==> config.mk <==
export PLATFORM = sky130hd
export DESIGN_NAME = power_monitor_sequencer
export DESIGN_NICKNAME = d
export VERILOG_FILES = /design/src/rtl/power_monitor_pkg.sv /design/src/rtl/power_monitor_threshold_cmp.sv /design/src/rtl/power_monitor_sequencer.sv
export SDC_FILE = /design/constraint.sdc
export NUM_CORES = 1
export LEC_CHECK = 0
export CAP_MARGIN = 15
export CORE_MARGIN = 4
export CORE_UTILIZATION = 43
export DETAILED_ROUTE_END_ITERATION = 6
export REMOVE_ABC_BUFFERS = 1
export SLEW_MARGIN = 20
export SYNTH_ARGS = -nofsm -noshare
export SYNTH_HDL_FRONTEND = slang
export SYNTH_HIERARCHICAL = 1
export SYNTH_SLANG_ARGS = --single-unit
==> constraint.sdc <==
create_clock -name clock -period 3.3 [get_ports clock]
set_clock_uncertainty 0.1 [all_clocks]
set_input_delay 0.33 -clock clock [delete_from_list [all_inputs] [get_ports clock]]
set_output_delay 0.33 -clock clock [all_outputs]
set_load 0.02 [all_outputs]
==> src/rtl/power_monitor_pkg.sv <==
// ---------------------------------------------------------------------------
// power_monitor_pkg
// Shared types and constants for the power-monitor scan controller.
//   state_t          : scan sequencer states
//   UV_FAULT..OV_FAULT : threshold select codes carried in cfg_addr[1:0]
//   MAX_CONVERTERS   : width of the pgood bus / largest legal rail count
// ---------------------------------------------------------------------------
package power_monitor_pkg;

    localparam int MAX_CONVERTERS = 32;

    localparam logic [1:0] UV_FAULT = 2'd0;
    localparam logic [1:0] UV_WARN  = 2'd1;
    localparam logic [1:0] OV_WARN  = 2'd2;
    localparam logic [1:0] OV_FAULT = 2'd3;

    typedef enum logic [2:0] {
        IDLE,
        SETTLE,
        START,
        WAIT,
        EVAL,
        NEXT
    } state_t;

endpackage

==> src/rtl/power_monitor_threshold_cmp.sv <==
// ---------------------------------------------------------------------------
// power_monitor_threshold_cmp
// Purely combinational window classifier for one ADC sample.
// Ports:
//   sample      in  DATA_WIDTH  captured ADC sample
//   uv_fault    in  DATA_WIDTH  under-voltage fault threshold
//   uv_warn     in  DATA_WIDTH  under-voltage warning threshold
//   ov_warn     in  DATA_WIDTH  over-voltage warning threshold
//   ov_fault    in  DATA_WIDTH  over-voltage fault threshold
//   timeout     in  1           conversion never completed
//   fault_range out 1           sample outside the fault window (or timeout)
//   warn_range  out 1           inside fault window but outside warn window
// Compares are unsigned; a sample equal to a threshold counts as in range.
// ---------------------------------------------------------------------------
module power_monitor_threshold_cmp #(
    parameter int DATA_WIDTH = 12
) (
    input  logic [DATA_WIDTH-1:0] sample,
    input  logic [DATA_WIDTH-1:0] uv_fault,
    input  logic [DATA_WIDTH-1:0] uv_warn,
    input  logic [DATA_WIDTH-1:0] ov_warn,
    input  logic [DATA_WIDTH-1:0] ov_fault,
    input  logic                  timeout,
    output logic                  fault_range,
    output logic                  warn_range
);

    always_comb begin
        fault_range = timeout || (sample < uv_fault) || (sample > ov_fault);
        warn_range  = !fault_range && ((sample < uv_warn) || (sample > ov_warn));
    end

endmodule

==> src/rtl/power_monitor_sequencer.sv <==
// ---------------------------------------------------------------------------
// power_monitor_sequencer
// Round-robin ADC scan controller: selects each rail, waits for the mux to
// settle, fires a start-of-conversion, waits (bounded) for end-of-conversion,
// classifies the sample against four per-rail thresholds and publishes
// pgood/warn/fault status plus an end-of-scan pulse.
// Ports:
//   clock, reset_n  clock (rising edge) and asynchronous active-low reset
//   enable          run continuous scans while high
//   cfg_we/addr/wdata  threshold write port; addr[6:2]=rail, addr[1:0]=select
//   adc_mux_sel     rail currently selected
//   adc_soc         one-cycle start-of-conversion pulse
//   adc_eoc/adc_data  conversion done pulse and its sample
//   fault_clr       clears the sticky fault flag
//   pgood_bus       per-rail power-good (unused upper bits are 0)
//   warn            OR of per-rail warning status (level)
//   fault           sticky fault flag
//   eoc             one-cycle pulse after the last rail of a scan
//   busy            sequencer is not idle
// Build option: POWER_MONITOR_FAULT_FILTER_EN requires three consecutive
// out-of-range samples on a rail before fault/pgood react.
// ---------------------------------------------------------------------------
module power_monitor_sequencer
    import power_monitor_pkg::*;
#(
    parameter int NUM_CONVERTERS = 8,
    parameter int DATA_WIDTH     = 12,
    parameter int SETTLE_CYCLES  = 4,
    parameter int TIMEOUT_CYCLES = 1024
) (
    input  logic                  clock,
    input  logic                  reset_n,
    input  logic                  enable,
    input  logic                  cfg_we,
    input  logic [6:0]            cfg_addr,
    input  logic [DATA_WIDTH-1:0] cfg_wdata,
    output logic [4:0]            adc_mux_sel,
    output logic                  adc_soc,
    input  logic                  adc_eoc,
    input  logic [DATA_WIDTH-1:0] adc_data,
    input  logic                  fault_clr,
    output logic [31:0]           pgood_bus,
    output logic                  warn,
    output logic                  fault,
    output logic                  eoc,
    output logic                  busy
);

    localparam int              IDX_W        = (NUM_CONVERTERS > 1) ? $clog2(NUM_CONVERTERS) : 1;
    localparam logic [IDX_W-1:0] LAST_IDX    = IDX_W'(NUM_CONVERTERS - 1);
    localparam logic [15:0]     SETTLE_LAST  = 16'(SETTLE_CYCLES - 1);
    localparam logic [15:0]     TIMEOUT_LAST = 16'(TIMEOUT_CYCLES - 1);

    state_t                  state, next_state;
    logic [15:0]             cnt;
    logic [IDX_W-1:0]        idx;
    logic [DATA_WIDTH-1:0]   thr [NUM_CONVERTERS][4];
    logic [DATA_WIDTH-1:0]   snap [4];
    logic [DATA_WIDTH-1:0]   sample_q;
    logic                    timeout_q;
    logic [NUM_CONVERTERS-1:0] pgood_q;
    logic [NUM_CONVERTERS-1:0] warn_q;
    logic                    fault_q;
    logic                    fault_range, warn_range, fault_eff;
    logic                    cfg_hit;
    logic [IDX_W-1:0]        cfg_rail;

    // Writes aimed at rails that do not exist are dropped rather than aliased.
    assign cfg_hit  = cfg_we && (32'(cfg_addr[6:2]) < 32'(NUM_CONVERTERS));
    assign cfg_rail = cfg_addr[2 +: IDX_W];

    always_ff @(posedge clock or negedge reset_n) begin
        if (!reset_n) begin
            for (int i = 0; i < NUM_CONVERTERS; i++)
                for (int j = 0; j < 4; j++)
                    thr[i][j] <= (j >= int'(OV_WARN)) ? {DATA_WIDTH{1'b1}} : '0;
        end else if (cfg_hit) begin
            thr[cfg_rail][cfg_addr[1:0]] <= cfg_wdata;
        end
    end

    // Classification uses the snapshot taken at eoc, so a threshold write
    // landing during the evaluation cannot disturb the current sample.
    power_monitor_threshold_cmp #(
        .DATA_WIDTH (DATA_WIDTH)
    ) u_cmp (
        .sample      (sample_q),
        .uv_fault    (snap[UV_FAULT]),
        .uv_warn     (snap[UV_WARN]),
        .ov_warn     (snap[OV_WARN]),
        .ov_fault    (snap[OV_FAULT]),
        .timeout     (timeout_q),
        .fault_range (fault_range),
        .warn_range  (warn_range)
    );

`ifdef POWER_MONITOR_FAULT_FILTER_EN
    logic [1:0] flt_cnt [NUM_CONVERTERS];

    // Saturating run-length of out-of-range samples per rail; the third
    // consecutive one is the first that is allowed to count as a fault.
    always_ff @(posedge clock or negedge reset_n) begin
        if (!reset_n) begin
            for (int i = 0; i < NUM_CONVERTERS; i++)
                flt_cnt[i] <= 2'd0;
        end else if (state == EVAL) begin
            if (!fault_range)
                flt_cnt[idx] <= 2'd0;
            else if (flt_cnt[idx] != 2'd2)
                flt_cnt[idx] <= flt_cnt[idx] + 2'd1;
        end
    end

    assign fault_eff = fault_range && (flt_cnt[idx] == 2'd2);
`else
    assign fault_eff = fault_range;
`endif

    always_comb begin
        next_state = state;
        case (state)
            IDLE:    if (enable) next_state = SETTLE;
            SETTLE:  if (cnt == SETTLE_LAST) next_state = START;
            START:   next_state = WAIT;
            WAIT:    if (adc_eoc || (cnt == TIMEOUT_LAST)) next_state = EVAL;
            EVAL:    next_state = NEXT;
            NEXT:    next_state = enable ? SETTLE : IDLE;
            default: next_state = IDLE;
        endcase
    end

    // One counter serves both SETTLE and WAIT; it restarts on every state
    // change, so each state sees it counting from zero.
    always_ff @(posedge clock or negedge reset_n) begin
        if (!reset_n) begin
            state     <= IDLE;
            cnt       <= '0;
            idx       <= '0;
            sample_q  <= '0;
            timeout_q <= 1'b0;
            pgood_q   <= '0;
            warn_q    <= '0;
            fault_q   <= 1'b0;
            for (int j = 0; j < 4; j++)
                snap[j] <= '0;
        end else begin
            state <= next_state;
            cnt   <= (state != next_state) ? 16'd0 : cnt + 16'd1;
            case (state)
                START: timeout_q <= 1'b0;
                WAIT: begin
                    if (adc_eoc) begin
                        sample_q <= adc_data;
                        for (int j = 0; j < 4; j++)
                            snap[j] <= thr[idx][j];
                    end else if (cnt == TIMEOUT_LAST) begin
                        timeout_q <= 1'b1;
                    end
                end
                EVAL: begin
                    pgood_q[idx] <= !fault_eff;
                    warn_q[idx]  <= warn_range;
                end
                NEXT: begin
                    if (!enable || (idx == LAST_IDX))
                        idx <= '0;
                    else
                        idx <= idx + 1'b1;
                end
                default: ;
            endcase
            // A fault raised in the same cycle as fault_clr must survive.
            if ((state == EVAL) && fault_eff)
                fault_q <= 1'b1;
            else if (fault_clr)
                fault_q <= 1'b0;
        end
    end

    always_comb begin
        adc_mux_sel = 5'(idx);
        adc_soc     = (state == START);
        eoc         = (state == NEXT) && (idx == LAST_IDX);
        busy        = (state != IDLE);
        warn        = |warn_q;
        fault       = fault_q;
        pgood_bus   = MAX_CONVERTERS'(pgood_q);
    end

endmodule

==> out/qor.yml <==
outcome: "finished, final reports clean"
cts_max_level: 2
globalplace.congestion: 0.864
synthTopCellsByArea: "dfrtp_1 31%, dfstp_2 22%, mux2_2 22%"
syn_inst: 1860
crit_family: "flip-flops"
crit_fanout: 35
grt_first_pass_wirelength_mm: 101
max-vdd-ir-drop_mv: 0.429
ctsResizeCount: 0
p_switching_mw: 6.45
clock_sinks: 484
tightestPinTransition_ps: 1130
intPower_mw: 12.7
synth.distinct_cells: 71
clockBufferDepth: 3
die_y_um: 241
power.share.switching: 0.338
num_vias: 15500
final_cells: 2657
critPathLaunch: "idx[1]"
power.share.sequential: 0.402
drc_errors: 0
cpMaxStageDelayCell: "dfrtp_4"
syn_area_sq_mm: 0.0233
grt_max_degree: 86
setup_violations: 0
final_area_sq_mm: 0.0266
cp.arrival_ps: 2680
report.final.slew_viol_count: 0
finalSetupTns_ps: 0
cp_num_buf_inv: 2
io_pins: 79
drive_gt1_frac: 0.438
yosys.cell_count.top_type: "mux2_2"
synth_seq_cells: 484
syn_avg_cell_area_sq_um: 12.5
grt_usage: 0.231
wire_per_inst_um: 25.1
powerDensity_mw_per_mm2: 719
comb_power_share: 0.290
syn2layout_area_growth_pct: 14.3
maxSlewHeadroom: 0.246
worstSetupEndpointType: "output pin"
start_kind: "flip-flop"
drtIter0Drc: 1205
cts_root_buf: "clkbuf_16"
cts_tree: "done"
hold_viol_final: 0
netlist.area_leader.share: 0.314
critPathKind: "reg -> out"
cap_violations: 0
cpPeakStageDelay_ps: 830
hold_start: "fault_clr"
nNetsFinal: 2013
grt_pass1_vias: 15900
yosysWarnings: 6
finalCritPeriodShare: 0.943
drt.antenna.violating_nets: 0
synth-edff-count: 0
min_period_ps: 3110
fill_cells: 4613
leakage_nw: 11.9
p_clk_frac: 0.308
dieArea_sq_mm: 0.0579
min_path_type: "in -> reg"
core.rowCount: 84
dpl_cell_area_sq_mm: 0.0248
drt_first_pass_iters: 7
max_freq_mhz: 321
dp_hpwl_mm: 42.4
die_w_um: 241
coreArea_sq_mm: 0.0531
initial_core_util: 0.438
synth_top_cell_by_area: "dfrtp_1"
required_ps: 2870
path_clk_slew_ps: 60
dp.cells: 2559
clkLatencyLatePin_ps: 610
wl_mm: 66.6
via_per_inst: 5.85
rsz0062_at_grt: "no"
path_cells: "ha_1, ha_1, inv_1, nor2_1, clkdlybuf4s50_1"
cpMostUsedCell: "ha_1"
rr_startpoint: "idx[2]"
ys_seq_area_frac: 0.531
io_buffers: 52
numCtsBuffers: 52
ys_async_sr_fraction: 1.00
synth_commonest_cells: "447 x mux2_2, 292 x dfrtp_1, 192 x dfstp_2"
antenna_found_initial: 0
grt_overflow: 0
ys.flop_type: "dfrtp_1"
## sequential cells by signal, summed over array words and instances, names as in the netlist
| name | cells |
|---|---|
| pgood_q | 8 |
| thr | 384 |
| sample_q | 12 |
| cnt | 16 |
| timeout_q | 1 |
| warn_q | 8 |
| idx | 3 |
| state | 3 |
| fault | 1 |
| snap | 48 |
## power by group through the flow
| stage | registers, mW | clock network, mW | logic [mW] |
|---|---|---|---|
| final | 7.68 | 5.88 | 5.55 |
| after detailed placement | 7.76 | 0 | 5.44 |
| after CTS | 7.67 | 6.01 | 5.47 |
| after floorplan | 7.74 | 0 | 3.11 |
| after global routing | 7.78 | 6.26 | 5.97 |
| after global placement | 7.72 | 0 | 5.38 |
## worst paths after layout
kind,end,slack (ps),cells past startpoint
max,eoc,190,5
min,fault,200,2
max reg2reg,snap[30],430,4
min reg2reg,pgood_q[6],390,2
max in group asynchronous,thr[63],1840,3
min in group asynchronous,cnt[10],240,2
## area by class of cell
cell class	count	area, sq um	share of cell area
Tap cell	688	861	0.0324
Sequential cell	484	12400	0.465
Clock buffer	82	1640	0.0616
Antenna cell	1	2.50	0.0000941
Inverter	59	221	0.00833
Timing Repair Buffer	154	1390	0.0521
Clock inverter	13	100	0.00377
Multi-Input combinational cell	1176	10000	0.377
## stage by stage
stage | utilization | worst slack [ps] | hold slack [ps] | power (mW)
2_1_floorplan | - | -1500 | -65.6 | 10.8
3_5_place_dp | 0.468 | 251 | 329 | 13.2
5_1_grt | 0.501 | 72.4 | 198 | 20.0
4_1_cts | 0.501 | 140 | 172 | 19.1
3_3_place_gp | 0.468 | 317 | 318 | 13.1
6_report | 0.501 | 187 | 201 | 19.1
## layout by cell type, fill, tap and decap left out, types with 7 or more instances in the layout
master	instances
nor3_1	7
a21oi_1	76
a31oi_1	19
a221oi_1	26
conb_1	26
o22ai_1	7
nand2_1	99
clkbuf_1	11
clkbuf_8	16
nor2_1	83
nor2b_1	10
mux2_2	447
nand3_1	31
a22o_1	9
clkinv_2	10
clkbuf_16	55
mux2i_1	51
inv_1	57
o2bb2ai_1	7
a22oi_1	23
ha_1	49
clkdlybuf4s50_1	50
buf_12	8
o22a_1	9
o21ai_0	36
xnor2_1	13
dfrtp_1	289
mux4_2	13
dfstp_2	192
a221o_1	7
buf_4	92
nand4_1	15
a21o_1	21
## kinds of logic (layout without fill, tap and decap cells)
family,Yosys count,count (layout),share of synthesized area
compound gates,279,279,0.0819
xor+xnor,14,14,0.00527
fa+ha+maj,49,49,0.0264
buf+inv,225,308,0.0428
flops,484,484,0.531
mux,511,511,0.251
other cells,1,27,0.000161
simple gates,297,297,0.0614
## layer usage
layer | wire length (um) | vias up | part of all wire | track usage
met4 | 1520 | 0 | 0.023 | 0.0593
met2 | 30300 | 443 | 0.45 | 0.361
li1 | - | 6790 | - | -
met5 | 0 | - | 0 | 0
met3 | 3740 | 92 | 0.056 | 0.0319
met1 | 31100 | 8208 | 0.47 | 0.342
## timing repair
item | in CTS | in global routing
buffers inserted | 0 | 0
hold endpoints to repair | 48 | 0
hold buffers | 1 | 0
(Power assumes the default switching activity.)
